$ cat config.mk
export PLATFORM = sky130hd
export DESIGN_NAME = id_ex_pipe_flat
export DESIGN_NICKNAME = d
export VERILOG_FILES = /design/src/rtl/id_ex_if.sv /design/src/rtl/id_ex_pipe.sv /design/src/flat_wrapper.sv
export SDC_FILE = /design/constraint.sdc
export NUM_CORES = 1
export LEC_CHECK = 0
export BUFFER_PORTS_ARGS = -buffer_cell sky130_fd_sc_hd__buf_2
export CORE_UTILIZATION = 37
export CTS_BUF_LIST = sky130_fd_sc_hd__clkbuf_2
export DETAILED_ROUTE_END_ITERATION = 7
export GPL_TIMING_DRIVEN = 1
export PLACE_DENSITY = 0.69
export RECOVER_POWER = 50
export SYNTH_ARGS = -nofsm -noshare
export SYNTH_HDL_FRONTEND = slang
export SYNTH_SLANG_ARGS = --single-unit
$ cat constraint.sdc
create_clock -name clk -period 2.3 [get_ports clk]
set_input_delay 0.115 -clock clk [delete_from_list [all_inputs] [get_ports clk]]
set_output_delay 0.115 -clock clk [all_outputs]
set_load 0.02 [all_outputs]
$ cat src/rtl/id_ex_if.sv
// ID/EX stage bundle: decode-side control/operands in, EX-side registered copies,
// hazard stall and debug counters out.
interface id_ex_if #(
   parameter int DW = 32,
   parameter int CW = 16
);
   logic          Reg_Write, memWrite, memRead, RegDst, ALUsrc, memToReg, link31, writePC;
   logic [2:0]    ALU_control;
   logic [DW-1:0] id_rd1, id_rd2, id_imm, id_pc4;
   logic [4:0]    id_rs, id_rt, id_rd;
   logic          id_use_rs, id_use_rt;
   logic          flush, hold;

   logic          ex_Reg_Write, ex_memWrite, ex_memRead, ex_RegDst, ex_ALUsrc, ex_memToReg;
   logic          ex_link31, ex_writePC;
   logic [2:0]    ex_ALU_control;
   logic [DW-1:0] ex_rd1, ex_rd2, ex_imm, ex_pc4;
   logic [4:0]    ex_rs, ex_rt, ex_rd;
   logic          ex_valid;
   logic          stall;
   logic [CW-1:0] stall_count, flush_count;

   modport master (
      output Reg_Write, memWrite, memRead, RegDst, ALUsrc, memToReg, link31, writePC,
             ALU_control, id_rd1, id_rd2, id_imm, id_pc4, id_rs, id_rt, id_rd,
             id_use_rs, id_use_rt, flush, hold,
      input  ex_Reg_Write, ex_memWrite, ex_memRead, ex_RegDst, ex_ALUsrc, ex_memToReg,
             ex_link31, ex_writePC, ex_ALU_control, ex_rd1, ex_rd2, ex_imm, ex_pc4,
             ex_rs, ex_rt, ex_rd, ex_valid, stall, stall_count, flush_count
   );

   modport slave (
      input  Reg_Write, memWrite, memRead, RegDst, ALUsrc, memToReg, link31, writePC,
             ALU_control, id_rd1, id_rd2, id_imm, id_pc4, id_rs, id_rt, id_rd,
             id_use_rs, id_use_rt, flush, hold,
      output ex_Reg_Write, ex_memWrite, ex_memRead, ex_RegDst, ex_ALUsrc, ex_memToReg,
             ex_link31, ex_writePC, ex_ALU_control, ex_rd1, ex_rd2, ex_imm, ex_pc4,
             ex_rs, ex_rt, ex_rd, ex_valid, stall, stall_count, flush_count
   );
endinterface

$ cat src/rtl/id_ex_pipe.sv
// ID/EX pipeline register with load-use hazard detection, bubble insertion on
// stall/flush, whole-stage hold, and saturating stall/flush event counters.
module id_ex_pipe #(
   parameter int DW = 32,
   parameter int CW = 16
) (
   input logic   clk,
   input logic   rst,
   id_ex_if.slave bus
);

   localparam logic [CW-1:0] CNT_MAX = {CW{1'b1}};

   typedef struct packed {
      logic          Reg_Write;
      logic          memWrite;
      logic          memRead;
      logic          RegDst;
      logic          ALUsrc;
      logic          memToReg;
      logic          link31;
      logic          writePC;
      logic [2:0]    ALU_control;
      logic [DW-1:0] rd1;
      logic [DW-1:0] rd2;
      logic [DW-1:0] imm;
      logic [DW-1:0] pc4;
      logic [4:0]    rs;
      logic [4:0]    rt;
      logic [4:0]    rd;
      logic          valid;
   } ex_t;

   ex_t           ex_q;
   ex_t           id_word;
   logic [CW-1:0] stall_cnt;
   logic [CW-1:0] flush_cnt;
   logic          lu;

   always_comb begin
      id_word             = '0;
      id_word.Reg_Write   = bus.Reg_Write;
      id_word.memWrite    = bus.memWrite;
      id_word.memRead     = bus.memRead;
      id_word.RegDst      = bus.RegDst;
      id_word.ALUsrc      = bus.ALUsrc;
      id_word.memToReg    = bus.memToReg;
      id_word.link31      = bus.link31;
      id_word.writePC     = bus.writePC;
      id_word.ALU_control = bus.ALU_control;
      id_word.rd1         = bus.id_rd1;
      id_word.rd2         = bus.id_rd2;
      id_word.imm         = bus.id_imm;
      id_word.pc4         = bus.id_pc4;
      id_word.rs          = bus.id_rs;
      id_word.rt          = bus.id_rt;
      id_word.rd          = bus.id_rd;
      id_word.valid       = 1'b1;
   end

   // Only registered EX fields feed the hazard term, so stall never loops through ex_*.
   always_comb begin
      lu = ex_q.memRead && (ex_q.rt != 5'd0) &&
           ((bus.id_use_rs && (ex_q.rt == bus.id_rs)) ||
            (bus.id_use_rt && (ex_q.rt == bus.id_rt)));
   end

   assign bus.stall = lu && !bus.flush && !bus.hold;

   always_ff @(posedge clk or negedge rst) begin
      if (!rst) begin
         ex_q      <= '0;
         stall_cnt <= '0;
         flush_cnt <= '0;
      end else if (!bus.hold) begin
         if (bus.flush) begin
            ex_q <= '0;
            if (flush_cnt != CNT_MAX) flush_cnt <= flush_cnt + CW'(1);
         end else if (lu) begin
            ex_q <= '0;
            if (stall_cnt != CNT_MAX) stall_cnt <= stall_cnt + CW'(1);
         end else begin
            ex_q <= id_word;
         end
      end
   end

   assign bus.ex_Reg_Write   = ex_q.Reg_Write;
   assign bus.ex_memWrite    = ex_q.memWrite;
   assign bus.ex_memRead     = ex_q.memRead;
   assign bus.ex_RegDst      = ex_q.RegDst;
   assign bus.ex_ALUsrc      = ex_q.ALUsrc;
   assign bus.ex_memToReg    = ex_q.memToReg;
   assign bus.ex_link31      = ex_q.link31;
   assign bus.ex_writePC     = ex_q.writePC;
   assign bus.ex_ALU_control = ex_q.ALU_control;
   assign bus.ex_rd1         = ex_q.rd1;
   assign bus.ex_rd2         = ex_q.rd2;
   assign bus.ex_imm         = ex_q.imm;
   assign bus.ex_pc4         = ex_q.pc4;
   assign bus.ex_rs          = ex_q.rs;
   assign bus.ex_rt          = ex_q.rt;
   assign bus.ex_rd          = ex_q.rd;
   assign bus.ex_valid       = ex_q.valid;
   assign bus.stall_count    = stall_cnt;
   assign bus.flush_count    = flush_cnt;

endmodule

$ cat src/flat_wrapper.sv
// flat-port wrapper written by rule: the top's interface ports become plain ports
module id_ex_pipe_flat 
#(
   parameter int DW = 32,
   parameter int CW = 16
)
  (clk, rst, bus_Reg_Write, bus_memWrite, bus_memRead, bus_RegDst, bus_ALUsrc, bus_memToReg, bus_link31, bus_writePC, bus_ALU_control, bus_id_rd1, bus_id_rd2, bus_id_imm, bus_id_pc4, bus_id_rs, bus_id_rt, bus_id_rd, bus_id_use_rs, bus_id_use_rt, bus_flush, bus_hold, bus_ex_Reg_Write, bus_ex_memWrite, bus_ex_memRead, bus_ex_RegDst, bus_ex_ALUsrc, bus_ex_memToReg, bus_ex_link31, bus_ex_writePC, bus_ex_ALU_control, bus_ex_rd1, bus_ex_rd2, bus_ex_imm, bus_ex_pc4, bus_ex_rs, bus_ex_rt, bus_ex_rd, bus_ex_valid, bus_stall, bus_stall_count, bus_flush_count);
  id_ex_if #(.DW(DW), .CW(CW)) bus_i ();
  input logic clk;
  input logic rst;
  input wire logic [$bits(bus_i.Reg_Write)-1:0] bus_Reg_Write;
  input wire logic [$bits(bus_i.memWrite)-1:0] bus_memWrite;
  input wire logic [$bits(bus_i.memRead)-1:0] bus_memRead;
  input wire logic [$bits(bus_i.RegDst)-1:0] bus_RegDst;
  input wire logic [$bits(bus_i.ALUsrc)-1:0] bus_ALUsrc;
  input wire logic [$bits(bus_i.memToReg)-1:0] bus_memToReg;
  input wire logic [$bits(bus_i.link31)-1:0] bus_link31;
  input wire logic [$bits(bus_i.writePC)-1:0] bus_writePC;
  input wire logic [$bits(bus_i.ALU_control)-1:0] bus_ALU_control;
  input wire logic [$bits(bus_i.id_rd1)-1:0] bus_id_rd1;
  input wire logic [$bits(bus_i.id_rd2)-1:0] bus_id_rd2;
  input wire logic [$bits(bus_i.id_imm)-1:0] bus_id_imm;
  input wire logic [$bits(bus_i.id_pc4)-1:0] bus_id_pc4;
  input wire logic [$bits(bus_i.id_rs)-1:0] bus_id_rs;
  input wire logic [$bits(bus_i.id_rt)-1:0] bus_id_rt;
  input wire logic [$bits(bus_i.id_rd)-1:0] bus_id_rd;
  input wire logic [$bits(bus_i.id_use_rs)-1:0] bus_id_use_rs;
  input wire logic [$bits(bus_i.id_use_rt)-1:0] bus_id_use_rt;
  input wire logic [$bits(bus_i.flush)-1:0] bus_flush;
  input wire logic [$bits(bus_i.hold)-1:0] bus_hold;
  output wire logic [$bits(bus_i.ex_Reg_Write)-1:0] bus_ex_Reg_Write;
  output wire logic [$bits(bus_i.ex_memWrite)-1:0] bus_ex_memWrite;
  output wire logic [$bits(bus_i.ex_memRead)-1:0] bus_ex_memRead;
  output wire logic [$bits(bus_i.ex_RegDst)-1:0] bus_ex_RegDst;
  output wire logic [$bits(bus_i.ex_ALUsrc)-1:0] bus_ex_ALUsrc;
  output wire logic [$bits(bus_i.ex_memToReg)-1:0] bus_ex_memToReg;
  output wire logic [$bits(bus_i.ex_link31)-1:0] bus_ex_link31;
  output wire logic [$bits(bus_i.ex_writePC)-1:0] bus_ex_writePC;
  output wire logic [$bits(bus_i.ex_ALU_control)-1:0] bus_ex_ALU_control;
  output wire logic [$bits(bus_i.ex_rd1)-1:0] bus_ex_rd1;
  output wire logic [$bits(bus_i.ex_rd2)-1:0] bus_ex_rd2;
  output wire logic [$bits(bus_i.ex_imm)-1:0] bus_ex_imm;
  output wire logic [$bits(bus_i.ex_pc4)-1:0] bus_ex_pc4;
  output wire logic [$bits(bus_i.ex_rs)-1:0] bus_ex_rs;
  output wire logic [$bits(bus_i.ex_rt)-1:0] bus_ex_rt;
  output wire logic [$bits(bus_i.ex_rd)-1:0] bus_ex_rd;
  output wire logic [$bits(bus_i.ex_valid)-1:0] bus_ex_valid;
  output wire logic [$bits(bus_i.stall)-1:0] bus_stall;
  output wire logic [$bits(bus_i.stall_count)-1:0] bus_stall_count;
  output wire logic [$bits(bus_i.flush_count)-1:0] bus_flush_count;
  assign bus_i.Reg_Write = bus_Reg_Write;
  assign bus_i.memWrite = bus_memWrite;
  assign bus_i.memRead = bus_memRead;
  assign bus_i.RegDst = bus_RegDst;
  assign bus_i.ALUsrc = bus_ALUsrc;
  assign bus_i.memToReg = bus_memToReg;
  assign bus_i.link31 = bus_link31;
  assign bus_i.writePC = bus_writePC;
  assign bus_i.ALU_control = bus_ALU_control;
  assign bus_i.id_rd1 = bus_id_rd1;
  assign bus_i.id_rd2 = bus_id_rd2;
  assign bus_i.id_imm = bus_id_imm;
  assign bus_i.id_pc4 = bus_id_pc4;
  assign bus_i.id_rs = bus_id_rs;
  assign bus_i.id_rt = bus_id_rt;
  assign bus_i.id_rd = bus_id_rd;
  assign bus_i.id_use_rs = bus_id_use_rs;
  assign bus_i.id_use_rt = bus_id_use_rt;
  assign bus_i.flush = bus_flush;
  assign bus_i.hold = bus_hold;
  assign bus_ex_Reg_Write = bus_i.ex_Reg_Write;
  assign bus_ex_memWrite = bus_i.ex_memWrite;
  assign bus_ex_memRead = bus_i.ex_memRead;
  assign bus_ex_RegDst = bus_i.ex_RegDst;
  assign bus_ex_ALUsrc = bus_i.ex_ALUsrc;
  assign bus_ex_memToReg = bus_i.ex_memToReg;
  assign bus_ex_link31 = bus_i.ex_link31;
  assign bus_ex_writePC = bus_i.ex_writePC;
  assign bus_ex_ALU_control = bus_i.ex_ALU_control;
  assign bus_ex_rd1 = bus_i.ex_rd1;
  assign bus_ex_rd2 = bus_i.ex_rd2;
  assign bus_ex_imm = bus_i.ex_imm;
  assign bus_ex_pc4 = bus_i.ex_pc4;
  assign bus_ex_rs = bus_i.ex_rs;
  assign bus_ex_rt = bus_i.ex_rt;
  assign bus_ex_rd = bus_i.ex_rd;
  assign bus_ex_valid = bus_i.ex_valid;
  assign bus_stall = bus_i.stall;
  assign bus_stall_count = bus_i.stall_count;
  assign bus_flush_count = bus_i.flush_count;
  id_ex_pipe #(.DW(DW), .CW(CW)) u_core (.clk(clk), .rst(rst), .bus(bus_i));
endmodule
## Yosys cells after proc, flatten, opt, wreduce, memory -nomap -nowiden

Cells that the tools add are included.

- Equal/unequal tests: 4
- Add/subtract/negate cells: 2
- Bitwise gates (word level): 2
- Multiplexer cells: 2
- Reductions and logical operators: 12

Operators with widths:

| cell | number |
|---|---|
| two-way mux 155 bit | 2 |
| adder 16 x 1 -> 16 bit (second input constant) | 2 |
| != test 16 bit (second input constant) | 2 |
| == test 5 bit | 2 |
| logical AND 1 bit | 6 |
| nonzero test 5 bit | 1 |
| AND reduction 4 bit | 1 |
| AND reduction 3 bit | 1 |
| logical NOT 1 bit | 2 |
| NOT 1 bit | 2 |
| logical OR 1 bit | 1 |

- Register bits: 187
- Output and inout port bits: 188
- Bits of input ports: 160
- Word-level logic and storage cells: 41

## Longest topological paths before layout

Gate-level depths: netlist of the first run.

- Depth in word-level cells: 6
- Mapped depth: 7
- Depth with buffers taken out: 6

## Worst setup path after synthesis of the first run

No wires, ideal clock.

- Path kind: register -> register
- Start: register u_core.ex_q, in the netlist u_core.bus.ex_rt[3]
- End: register u_core.ex_q, in the netlist u_core.bus.ex_imm[11]
- Data required time: 2.179 ns
- Buffers on the path: 2
- Arrival time: 1.883 ns
- Stages on the path, launching flop included: 8
- Library setup time: 0.121 ns
- Path slack: 0.296 ns
- Clock period less this slack: 2.004 ns
- Path through: dfrtp_1 xor2_1 nor4_2 a32oi_2 o21a_1 buf_4 buf_6 a22o_1

- Word-level cells in the longest chain between the ends: 6
- Elaborated cells between the ends (all ways): 10
- Classes of those cells: 2 x eq/ne; 2 x mux; 6 x reduce/logical

RTL lines:

| what | line | source |
|---|---|---|
| start, declared | id_ex_pipe.sv:34 | `ex_t ex_q;` |
| start signal, assigned | id_ex_pipe.sv:83 | `ex_q <= id_word;` |
| == test 5 bit, on equally long branches | id_ex_pipe.sv:64, id_ex_pipe.sv:65 |  |
| logical AND 1 bit, on equally long branches | id_ex_pipe.sv:64, id_ex_pipe.sv:65 |  |
| logical OR 1 bit | id_ex_pipe.sv:64 | `((bus.id_use_rs && (ex_q.rt == bus.id_rs)) \|\|` |
| logical AND 1 bit * | id_ex_pipe.sv:63 | `lu = ex_q.memRead && (ex_q.rt != 5'd0) &&` |
| two-way mux 155 bit * | id_ex_pipe.sv:79 | `end else if (lu) begin` |
| two-way mux 155 bit * | id_ex_pipe.sv:76 | `if (bus.flush) begin` |

Every way passes the cells marked *; elsewhere a longest branch is shown, timed or not.
A chain may end at the register's enable or synchronous reset.

## Worst setup path in the final report of the first run

- Start: register u_core.ex_q, in the netlist u_core.bus.ex_rt[4]
- End: output port bus_stall

- Word-level cells in the longest chain between the ends: 6
- Elaborated cells between the ends (all ways): 10
- Classes of those cells: 2 x eq/ne; 8 x reduce/logical

RTL lines:

| what | line | source |
|---|---|---|
| == test 5 bit, on equally long branches | id_ex_pipe.sv:64, id_ex_pipe.sv:65 |  |
| logical AND 1 bit, on equally long branches | id_ex_pipe.sv:64, id_ex_pipe.sv:65 |  |
| logical OR 1 bit | id_ex_pipe.sv:64 |  |
| logical AND 1 bit * | id_ex_pipe.sv:63 |  |
| logical AND 1 bit * (2 in a row) | id_ex_pipe.sv:68 | `assign bus.stall = lu && !bus.flush && !bus.hold;` |
| end, declared | flat_wrapper.sv:48 | `output wire logic [$bits(bus_i.stall)-1:0] bus_stall;` |

Marked as above.

==> reports/results.env, run 1 <==
CTS.ROOT.BUFFER_CELL='sky130_fd_sc_hd__clkbuf_2'
HP-START='bus_id_rd2[28]'
MIN_PERIOD_NS=2.46
TRITONCTS_CLOCK_TREE='yes'
GLOBALROUTEOVERFLOWTOTAL=0
AREAGROWTHSYNTHTOFINISH_PCT=59.3
SYNTH.AVG_CELL_AREA_UM2=14.2
DRT-WIRELENGTH-PER-CELL_UM=17.6
SYNTH_ASYNC_SR_FLOP_SHARE_PCT=100
PLACE_AREA_UM2=9210
PLACE.DETAILED.INSTANCES=1095
BUFFER_PORTS.INSERTED=347
PWR_DENSITY_CELL_nW_PER_UM2=612
CTS-ROOT-TO-SINK-BUFFERS=2
SLEW_VIOLATIONS=77
GR-USAGE-MET3_PCT=7.42
GPL_CONGESTION=0.807
SYNTH_TOP_CELL_AREA_SHARE_PCT=65.0
HPWLAFTERDP_MM=13.5
TIMING.CLOCK.SKEW_NS=0.0387
WORST_HOLD_PATH_TYPE='in -> reg'
MOST_FREQUENTLY_USED_FLOP_MASTER_AFTER_SYNTHESIS='sky130_fd_sc_hd__dfrtp_1'
REQUIRED_NS=2.18
TOP_LEVEL_PORTS=348
WORST-SLEW-PIN-TRANSITION_NS=1.94
SYNTH_COMMON_CELLS='sky130_fd_sc_hd__dfrtp_1, sky130_fd_sc_hd__a22o_1, sky130_fd_sc_hd__xor2_1, sky130_fd_sc_hd__buf_6, sky130_fd_sc_hd__clkbuf_1'
CTS_BUFFERS=17
FILL_CELL_INSTANCE_COUNT_OF_THE_FINAL_LAYOUT=1470
PEAK_SUPPLY_DROP_mV=0.333
DETAIL_ROUTE.VIAS_PER_CELL=4.96
CRITICAL_PATH.ENDPOINT_TYPE='output pin'
CRIT_FANOUT=5
ANTENNA_FOUND_INITIAL=1
DR.PASS1.ITERS=7
SYNTH_AREA_LEADERS='sky130_fd_sc_hd__dfrtp_1, sky130_fd_sc_hd__a22o_1, sky130_fd_sc_hd__xor2_1'
NETLIST.TOP_CELL.BY_AREA='sky130_fd_sc_hd__dfrtp_1'
SYNTH.NET_COUNT=668
SYNTH_CELLS=506
LARGEST_NET_DEGREE_AT_THE_START_OF_GLOBAL_ROUTING=81
YOSYS.CELL_TYPES.COUNT=37
DRCVIOLATIONCOUNT=0
SEQ_AREA_FRAC_SYNTH_PCT=65.0
EDFF_COUNT_SYNTH=0
SITE_ROWS=50
WORSTPATHARRIVAL_NS=2.34
PLACEABLECOREAREA_UM2=18900
GRT_USE_MET2_PCT=39.7
SYNTHESIS.AREA_UM2=7200
RSZ0062_AT_GRT='true'
ANT_NETS=0
TIMING.FINAL.CRIT_SHARE_PCT=107
DIEAREA_UM2=20000
FINAL_CRITICAL_PATH_SETUP_SLACK_NS=-0.159
FINALNONFILLERCELLS=1343
SETUP_SLACK_OF_THE_MOST_CRITICAL_REG_TO_REG_PATH_NS=0.05
FIN_UTIL_PCT=60.7
FF2FF_PATH_DEPTH=7
RR_ENDPOINT='u_core.bus.ex_rd1[2]'
WORSTSETUPSTARTPOINTTYPE='flip-flop'
HOLD_DEPTH=3
ROUTE.VIAS.TOTAL=6665
FIN_NETS=1231
SYNTHMOSTINSTANTIATEDCELL='sky130_fd_sc_hd__dfrtp_1'
CTS_SINKS=187
START_UTIL_PCT=38.1
HOLD_VIOL=0
TIMING.SETUP.CRITICAL_PATH_CLASS='reg -> out'
HOLD_PATH_END='u_core.bus.ex_rd2[28]'
REPORT.FINAL.SETUP_VIOL=1
YS_FF_LATCH=187
POWER.LEAKAGE_nW=5.80
DRT-TOTAL-WL_MM=23.7
CLK_LATENCY_NS=0.74
GRT_FIRST_PASS_WIRELENGTH_MM=36.1
MAX_FREQ_GHz=0.407
R2R-START='u_core.bus.ex_rt[4]'
STATUS='finished, violations left'
PEAK_USAGE_LAYER_IN_THE_GLOBAL_ROUTING_REPORT='met2'
WORST_SETUP_HOLD_PATH_CLK_SLEW_NS=0.29
GRT_USE_MET1_PCT=27.0
DIE-HEIGHT_UM=142
GRT_PASS1_VIAS=6929
FINALHOLDWORSTSLACK_NS=0.104
DETAIL_ROUTE.ITER0.VIOLATIONS=276
DIE_X_UM=142
GLOBALROUTETOTALUTIL_PCT=23.4
POST_ROUTE_CELLS_DRIVE_ABOVE_1_SHARE_PCT=30.2
POSTLAYOUTCELLAREA_UM2=11500
H-TREE-DEPTH=4
TIMING.MAX_CAP.VIOLATIONS=1
SLEW_HEADROOM_PCT=-29.2
FAILED_CHECKS='max-capacitance violations, max-slew violations, negative setup slack'
SYNTH-WARNING-COUNT=0
==> per-layer routing <==
metal	part of all wire, %	wire [um]
met5	0	0
met4	3.6	857
met3	7.9	1870
met2	49	11700
met1	39	9290
==> layout make-up <==
| class | instances | area [um2] | area share, % |
|---|---|---|---|
| Inverter | 5 | 18.8 | 0.164 |
| Antenna cell | 1 | 2.50 | 0.0218 |
| Sequential cell | 187 | 4680 | 40.8 |
| Timing Repair Buffer | 580 | 3950 | 34.5 |
| Clock buffer | 18 | 90.1 | 0.785 |
| Multi-Input combinational cell | 278 | 2260 | 19.7 |
| Clock inverter | 14 | 136 | 1.19 |
| Tap cell | 260 | 325 | 2.84 |
==> stage by stage <==
stage                     setup WS [ns]  TNS (ns)  power, mW
after floorplan                   0.296         0       4.53
after global placement            0.257         0       5.12
after detailed placement          0.252         0       5.14
after CTS                        -0.331    -0.331       7.06
after global routing             -0.356     -7.68       7.34
final                            -0.159    -0.159       7.02
==> critical path, cell delays in order (launching register included) <==
cell                      delay, ns
sky130_fd_sc_hd__dfrtp_2       0.52
sky130_fd_sc_hd__xor2_1        0.19
sky130_fd_sc_hd__nor4_2        0.28
sky130_fd_sc_hd__a32oi_2       0.21
sky130_fd_sc_hd__buf_6         0.17
sky130_fd_sc_hd__nor2_4        0.11
sky130_fd_sc_hd__buf_6         0.12
==> power by group <==
part	leakage, nW	total, mW	internal [mW]	switching [mW]
combinational	3.22	1.61	0.734	0.874
clock	0.139	1.64	0.428	1.21
sequential	2.44	3.77	3.56	0.210
total	5.80	7.02	4.72	2.30
==> worst max-delay path by stage <==
| stage | slack (ns) | start | cells after the start | to |
|---|---|---|---|---|
| floorplan | 0.30 | u_core.bus.ex_rt[3] | 7 | u_core.bus.ex_imm[11] |
| global placement | 0.26 | u_core.bus.ex_rt[3] | 6 | u_core.bus.stall_count[8] |
| detailed placement | 0.25 | u_core.bus.ex_rt[3] | 5 | u_core.bus.ex_ALUsrc |
| CTS | -0.33 | u_core.bus.ex_rt[3] | 5 | bus_stall |
| global route | -0.36 | u_core.bus.ex_rt[2] | 6 | bus_stall |
| finish | -0.16 | u_core.bus.ex_rt[4] | 6 | bus_stall |
==> flip-flops by register name, indices dropped and copies added, names as in the netlist, 16 cells and up <==
signal,cells
u_core.bus.ex_imm,32
u_core.bus.ex_pc4,32
u_core.bus.ex_rd1,32
u_core.bus.ex_rd2,32
u_core.bus.flush_count,16
u_core.bus.stall_count,16
==> kinds of logic after synthesis <==
logic type / Yosys count / share of synthesized area, %
compound gates: 164 / 19.9
flops: 187 / 65.0
buf+inv: 41 / 4.01
fa+ha+maj: 2 / 0.347
simple gates: 71 / 5.68
mux: 3 / 0.469
xor+xnor: 38 / 4.62
==> placed cells by master, fill, tap and decap left out, drive strengths merged, types with 8 or more instances in the layout <==
| cell type | netlist | layout |
|---|---|---|
| nand2 | 12 | 12 |
| clkbuf | 17 | 113 |
| dlygate4sd3 | 0 | 208 |
| nor3 | 9 | 9 |
| a22o | 154 | 154 |
| xor2 | 31 | 31 |
| dfrtp | 187 | 187 |
| buf | 19 | 277 |
| nor4 | 8 | 8 |
| nor2 | 12 | 12 |
| inv | 5 | 12 |
==> repair_timing <==
action / CTS / global route
buffers inserted: 5 / 2
resized for setup: 7 / 2
endpoints found under the setup margin: 1 / 18
hold buffers: 205 / 3
endpoints found under the hold margin: 356 / 3
pin swaps: 4 / 3
No activity file was read; power rests on OpenSTA's default activity.
==> run 2: changes to the inputs <==
==> constraint.sdc (replaced) <==
create_clock -name clk -period 2.8 [get_ports clk]
set_input_delay 0.14 -clock clk [delete_from_list [all_inputs] [get_ports clk]]
set_output_delay 0.14 -clock clk [all_outputs]
set_load 0.02 [all_outputs]
==> reports/results.env, run 2 (synthesis results as in run 1) <==
STATUS='finished, violations left'
FAILED_CHECKS='max-capacitance violations, max-slew violations'
POWER.LEAKAGE_nW=5.55
GLOBALROUTETOTALUTIL_PCT=21.8
TIMING.SETUP.CRITICAL_PATH_CLASS='reg -> out'
SETUP_SLACK_OF_THE_MOST_CRITICAL_REG_TO_REG_PATH_NS=0.51
DRCVIOLATIONCOUNT=0
CRIT_FANOUT=5
CP_SLOWEST_STAGE_DELAY_NS=0.57
FINAL_CELL_MIX='sky130_fd_sc_hd__buf_2, sky130_fd_sc_hd__dfrtp_1, sky130_fd_sc_hd__dlygate4sd3_1'
WORST-SLEW-PIN-TRANSITION_NS=2.10
DIEAREA_UM2=20000
CLK_LATENCY_NS=0.75
HPWLAFTERDP_MM=13.3
TOP_LEVEL_PORTS=348
MAX_FREQ_GHz=0.399
WORST-PATH-BUF-INV=2
LAYOUT.CELLS.MOST_COMMON='sky130_fd_sc_hd__buf_2'
CTS-ROOT-TO-SINK-BUFFERS=2
CPMAXSTAGEDELAYCELL='sky130_fd_sc_hd__or4_1'
FIN_NETS=1175
START_UTIL_PCT=38.1
ANTENNA_FOUND_INITIAL=1
CRITICAL_PATH.ENDPOINT_TYPE='output pin'
DR.PASS1.ITERS=6
SLEW_HEADROOM_PCT=-40.3
SEQPWRFRAC_PCT=54.6
SLEW_VIOLATIONS=91
TRITONCTS_CLOCK_TREE='yes'
TIMING.CLOCK.SKEW_NS=0.0326
WORST_SETUP_HOLD_PATH_CLK_SLEW_NS=0.32
SETUP-TNS-FINAL_NS=0
FINALHOLDWORSTSLACK_NS=0.119
DRT-WIRELENGTH-PER-CELL_UM=17.3
FILL_CELL_INSTANCE_COUNT_OF_THE_FINAL_LAYOUT=1555
WORST_PATH_DOMINANT_CELL_FAMILY='simple AND/OR/NAND/NOR gates'
BUFFER_PORTS.INSERTED=347
ANT_NETS=0
AREAGROWTHSYNTHTOFINISH_PCT=51.6
WORSTSETUPSTARTPOINTTYPE='flip-flop'
FIN_UTIL_PCT=57.8
DETAIL_ROUTE.ITER0.VIOLATIONS=230
POWER_SWITCHING_mW=1.91
GRT_PASS1_VIAS=6428
CRIT_PATH_CELL_TRACE='or4_1, o211ai_1, buf_4, nor2_1, buf_2'
P_CLK_SHARE_PCT=23.5
DIE-HEIGHT_UM=142
DIE_X_UM=142
WORST_HOLD_PATH_TYPE='in -> reg'
PLACEABLECOREAREA_UM2=18900
DETAIL_ROUTE.VIAS_PER_CELL=4.90
LARGEST_NET_DEGREE_AT_THE_START_OF_GLOBAL_ROUTING=122
TIMING.FINAL.CRIT_SHARE_PCT=89.6
NETSWITCHINGFRACTION_PCT=33.6
WORSTPATHARRIVAL_NS=2.37
CELLINTERNALPOWER_mW=3.76
CTS_BUFFERS=17
PWR_DENSITY_CELL_nW_PER_UM2=519
R2R-START='u_core.bus.ex_rt[3]'
HOLD_PATH_END='u_core.bus.ex_imm[6]'
SHARE_COMB_OF_TOTAL_POWER_PCT=21.9
TIMING.MAX_CAP.VIOLATIONS=1
REPORT.FINAL.SETUP_VIOL=0
RSZ0062_AT_GRT='false'
PEAK_SUPPLY_DROP_mV=0.283
MIN_PERIOD_NS=2.51
H-TREE-DEPTH=4
GLOBALROUTEOVERFLOWTOTAL=0
RR_ENDPOINT='u_core.bus.ex_rd2[0]'
SITE_ROWS=50
FF2FF_PATH_DEPTH=7
HP-START='bus_id_imm[6]'
ROUTE.VIAS.TOTAL=6317
CTS.ROOT.BUFFER_CELL='sky130_fd_sc_hd__clkbuf_2'
POST_ROUTE_CELLS_DRIVE_ABOVE_1_SHARE_PCT=30.2
HOLD_DEPTH=3
HOLD_VIOL=0
CTS_SINKS=187
GRT_FIRST_PASS_WIRELENGTH_MM=33.7
REQUIRED_NS=2.66
GPL_CONGESTION=0.783
DRT-TOTAL-WL_MM=22.3
## run 2: changes by cell type in the layout (fill, tap and decap cells not counted), moves of 2 or more
cell | previous run | this run
sky130_fd_sc_hd__buf_4 | 19 | 7
sky130_fd_sc_hd__dlygate4sd3_1 | 208 | 165
sky130_fd_sc_hd__clkinvlp_4 | 2 | 0
sky130_fd_sc_hd__buf_6 | 3 | 0
sky130_fd_sc_hd__clkinv_8 | 0 | 3
## run 2: final cells by class
| class | instances | area [um2] | share of cell area, % |
|---|---|---|---|
| Timing Repair Buffer | 524 | 3390 | 31.1 |
| Antenna cell | 2 | 5.00 | 0.0458 |
| Clock buffer | 17 | 85.1 | 0.779 |
| Clock inverter | 15 | 154 | 1.41 |
| Multi-Input combinational cell | 278 | 2260 | 20.7 |
| Sequential cell | 187 | 4680 | 42.9 |
| Inverter | 5 | 18.8 | 0.172 |
| Tap cell | 260 | 325 | 2.98 |
## run 2: tightest hold or removal path: stages
cell and delay (ns):
sky130_fd_sc_hd__dlygate4sd3_1 0.52, sky130_fd_sc_hd__buf_2 0.10, sky130_fd_sc_hd__a22o_1 0.11
## run 2: layer usage
layer	track usage (%)	wire, um	up-vias
met3	6.11	1600	29
met1	25.2	8920	3091
li1	-	-	2930
met5	0	0	-
met4	8.77	505	0
met2	38.1	11300	267
## run 2: worst max-delay path by stage
stage	cells after the start	startpoint	to
2_1_floorplan	7	u_core.bus.ex_rt[3]	u_core.bus.ex_imm[11]
3_3_place_gp	6	u_core.bus.ex_rt[2]	u_core.bus.ex_pc4[17]
3_5_place_dp	6	u_core.bus.ex_rt[3]	u_core.bus.ex_rd[2]
4_1_cts	4	u_core.bus.ex_rt[0]	bus_stall
5_1_grt	4	rst	u_core.bus.ex_rd2[7]
6_report	5	u_core.bus.ex_rt[0]	bus_stall
## run 2: repair_timing
item / CTS / global route
cloned: 0 / 0
endpoints found under the setup margin: 1 / 1
resized for setup: 1 / 1
hold buffers: 159 / 6
setup buffers: 0 / 4
pin swaps: 0 / 2
endpoints found under the hold margin: 353 / 6
## run 2: power by group through the flow
stage | combinational, mW | clock, mW | sequential (mW)
2_1_floorplan | 0.329 | 0 | 3.39
3_3_place_gp | 1.06 | 0 | 3.13
3_5_place_dp | 1.08 | 0 | 3.13
4_1_cts | 1.25 | 1.39 | 3.09
5_1_grt | 1.33 | 1.50 | 3.12
6_report | 1.24 | 1.33 | 3.10
## run 2: through the flow
| step | cells | cell area [um2] | total power [mW] | setup slack (ns) |
|---|---|---|---|---|
| 2_1_floorplan | 506 | 7200 | 3.72 | 0.796 |
| 3_3_place_gp | 1085 | 9110 | 4.19 | 0.353 |
| 3_5_place_dp | 1085 | 9110 | 4.20 | 0.300 |
| 4_1_cts | 1276 | 11000 | 5.74 | 0.0462 |
| 5_1_grt | 1288 | 10900 | 5.95 | 0.0522 |
| 6_report | 1288 | 10900 | 5.67 | 0.291 |
==> run 3: changes to the inputs <==
--- a/config.mk
+++ b/config.mk
@@ -7,7 +7,7 @@
 export LEC_CHECK = 0
 export BUFFER_PORTS_ARGS = -buffer_cell sky130_fd_sc_hd__buf_2
 export CORE_UTILIZATION = 37
-export CTS_BUF_LIST = sky130_fd_sc_hd__clkbuf_2
+export CTS_BUF_LIST = sky130_fd_sc_hd__clkbuf_4 sky130_fd_sc_hd__clkbuf_8 sky130_fd_sc_hd__clkbuf_16
 export DETAILED_ROUTE_END_ITERATION = 7
 export GPL_TIMING_DRIVEN = 1
 export PLACE_DENSITY = 0.69
==> reports/results.env, run 3 (synthesis results as in run 1) <==
WORSTPATHARRIVAL_NS=2.86
DR.PASS1.ITERS=6
MIN_PERIOD_NS=2.50
FIN_NETS=1161
FAILED_CHECKS='max-capacitance violations, max-slew violations'
PWR_DENSITY_CELL_nW_PER_UM2=601
PEAK_SUPPLY_DROP_mV=0.315
CELLINTERNALPOWER_mW=4.63
DETAIL_ROUTE.VIAS_PER_CELL=4.92
LARGEST_NET_DEGREE_AT_THE_START_OF_GLOBAL_ROUTING=122
POST_CTS_RESIZE_COUNT=0
CRITICAL_PATH.ENDPOINT_TYPE='flip-flop'
TRITONCTS_CLOCK_TREE='yes'
CRIT_FANOUT=121
SETUP-TNS-FINAL_NS=0
MAX_FREQ_GHz=0.399
DIE-HEIGHT_UM=142
SLEW_VIOLATIONS=91
SEQPWRFRAC_PCT=46.6
CTS-ROOT-TO-SINK-BUFFERS=2
CTS_SINKS=187
CLK_LATENCY_NS=0.43
ROUTE.VIAS.TOTAL=6260
TIMING.SETUP.CRITICAL_PATH_CLASS='reg -> reg'
CTS_BUFFERS=17
PLACEABLECOREAREA_UM2=18900
AREAGROWTHSYNTHTOFINISH_PCT=53.3
GRT_PASS1_VIAS=6369
PLACE.DETAILED.INSTANCES=1085
WORST-SLEW-PIN-TRANSITION_NS=2.12
POWER_SWITCHING_mW=2.01
GRT_FIRST_PASS_WIRELENGTH_MM=33.7
DESIGN_POWER_TOTAL_mW=6.64
DETAIL_ROUTE.ITER0.VIOLATIONS=244
WORSTSETUPSTARTPOINTTYPE='flip-flop'
GLOBALROUTEOVERFLOWTOTAL=0
FINAL_CELL_MIX='sky130_fd_sc_hd__buf_2, sky130_fd_sc_hd__dfrtp_1, sky130_fd_sc_hd__dlygate4sd3_1'
BUFFER_PORTS.INSERTED=347
REPORT.FINAL.SETUP_VIOL=0
REQUIRED_NS=3.16
STATUS='finished, violations left'
CTS.ROOT.BUFFER_CELL='sky130_fd_sc_hd__clkbuf_16'
WORST_SETUP_HOLD_PATH_CLK_SLEW_NS=0.07
FINALNONFILLERCELLS=1273
START_UTIL_PCT=38.1
DIEAREA_UM2=20000
SLEW_HEADROOM_PCT=-41.5
TIMING.MAX_CAP.VIOLATIONS=1
DRCVIOLATIONCOUNT=0
P_CLK_SHARE_PCT=35.3
DRT-TOTAL-WL_MM=21.9
ANT_NETS=0
WORST_HOLD_PATH_TYPE='in -> reg'
HPWLAFTERDP_MM=13.3
SITE_ROWS=50
GPL_CONGESTION=0.783
POWER.LEAKAGE_nW=5.42
DIE_X_UM=142
DRT-WIRELENGTH-PER-CELL_UM=17.2
GLOBALROUTETOTALUTIL_PCT=21.6
RSZ0062_AT_GRT='false'
TOP_LEVEL_PORTS=348
ANTENNA_FOUND_INITIAL=1
TIMING.CLOCK.SKEW_NS=0.0119
POST_ROUTE_CELLS_DRIVE_ABOVE_1_SHARE_PCT=24.3
SHARE_COMB_OF_TOTAL_POWER_PCT=18.1
H-TREE-DEPTH=4
TIMING.FINAL.CRIT_SHARE_PCT=89.4
NETSWITCHINGFRACTION_PCT=30.3
LAYOUT.CELLS.MOST_COMMON='sky130_fd_sc_hd__buf_2'
HOLD_VIOL=0
[run 3: cell count changes in the layout (fill, tap and decap cells not counted), moves of 2 or more]
cell,delta
sky130_fd_sc_hd__buf_2,-59
sky130_fd_sc_hd__clkbuf_1,+59
sky130_fd_sc_hd__clkbuf_2,-19
sky130_fd_sc_hd__dlygate4sd3_1,-10
sky130_fd_sc_hd__buf_4,-2
sky130_fd_sc_hd__clkbuf_16,+17
[run 3: layer usage]
layer | vias up | routed length (um) | track usage [%]
li1 | 2895 | - | -
met1 | 3067 | 8910 | 25.5
met2 | 260 | 10900 | 37.2
met3 | 38 | 1490 | 5.94
met4 | 0 | 548 | 9.11
met5 | - | 0 | 0
[run 3: final timing paths]
check	startpoint	endpoint	slack (ns)	cells after the start
max in group asynchronous	rst	u_core.bus.ex_memWrite	0.62	3
worst min register to register	u_core.bus.ex_valid	u_core.bus.ex_valid	0.49	1
worst min-delay path	bus_flush	u_core.bus.flush_count[12]	0.30	5
worst max-delay path	u_core.bus.ex_rt[3]	u_core.bus.ex_rd2[30]	0.30	6
min in group asynchronous	rst	u_core.bus.ex_rd1[6]	0.86	2
worst max register to register	u_core.bus.ex_rt[3]	u_core.bus.ex_rd2[30]	0.30	6
[run 3: power by group through the flow]
stage	Clock (mW)	Combinational (mW)	Sequential (mW)
2_1_floorplan	0	0.329	3.39
6_report	2.34	1.20	3.09
4_1_cts	2.41	1.25	3.08
5_1_grt	2.52	1.29	3.12
3_5_place_dp	0	1.08	3.13
3_3_place_gp	0	1.06	3.13
[run 3: per-stage QoR]
step	util, %	area, um2	worst slack (ns)	hold WS, ns
after detailed placement	48.2	9110	0.300	0.256
final	58.4	11000	0.297	0.301
after global placement	48.2	9110	0.353	0.261
after global routing	58.4	11000	0.103	0.319
after CTS	59.5	11200	0.283	0.285
after floorplan	-	7200	0.796	-0.156
[run 3: cell type report]
type                    instances  area [um2]
well taps                     260         325
repair buffers                510        3190
diodes                          1        2.50
clock inverters                15         154
inverters                       5        18.8
clock buffers                  17         425
flip-flops and latches        187        4680
multi-input cells             278        2240
fillers                      1559        7850
[run 3: critical path, cell delays in order (launching register included)]
cell and delay [ns]:
sky130_fd_sc_hd__dfrtp_1 0.45, sky130_fd_sc_hd__xor2_1 0.22, sky130_fd_sc_hd__nor4_2 0.07, sky130_fd_sc_hd__a32oi_2 0.74
sky130_fd_sc_hd__o21a_4 0.26, sky130_fd_sc_hd__buf_12 0.38, sky130_fd_sc_hd__a22o_1 0.24
[run 3: what timing repair did]
item | in CTS | in global routing
setup endpoints to repair | 0 | 0
endpoints found under the hold margin | 241 | 0
hold buffers | 155 | 0
buffers inserted | 0 | 0
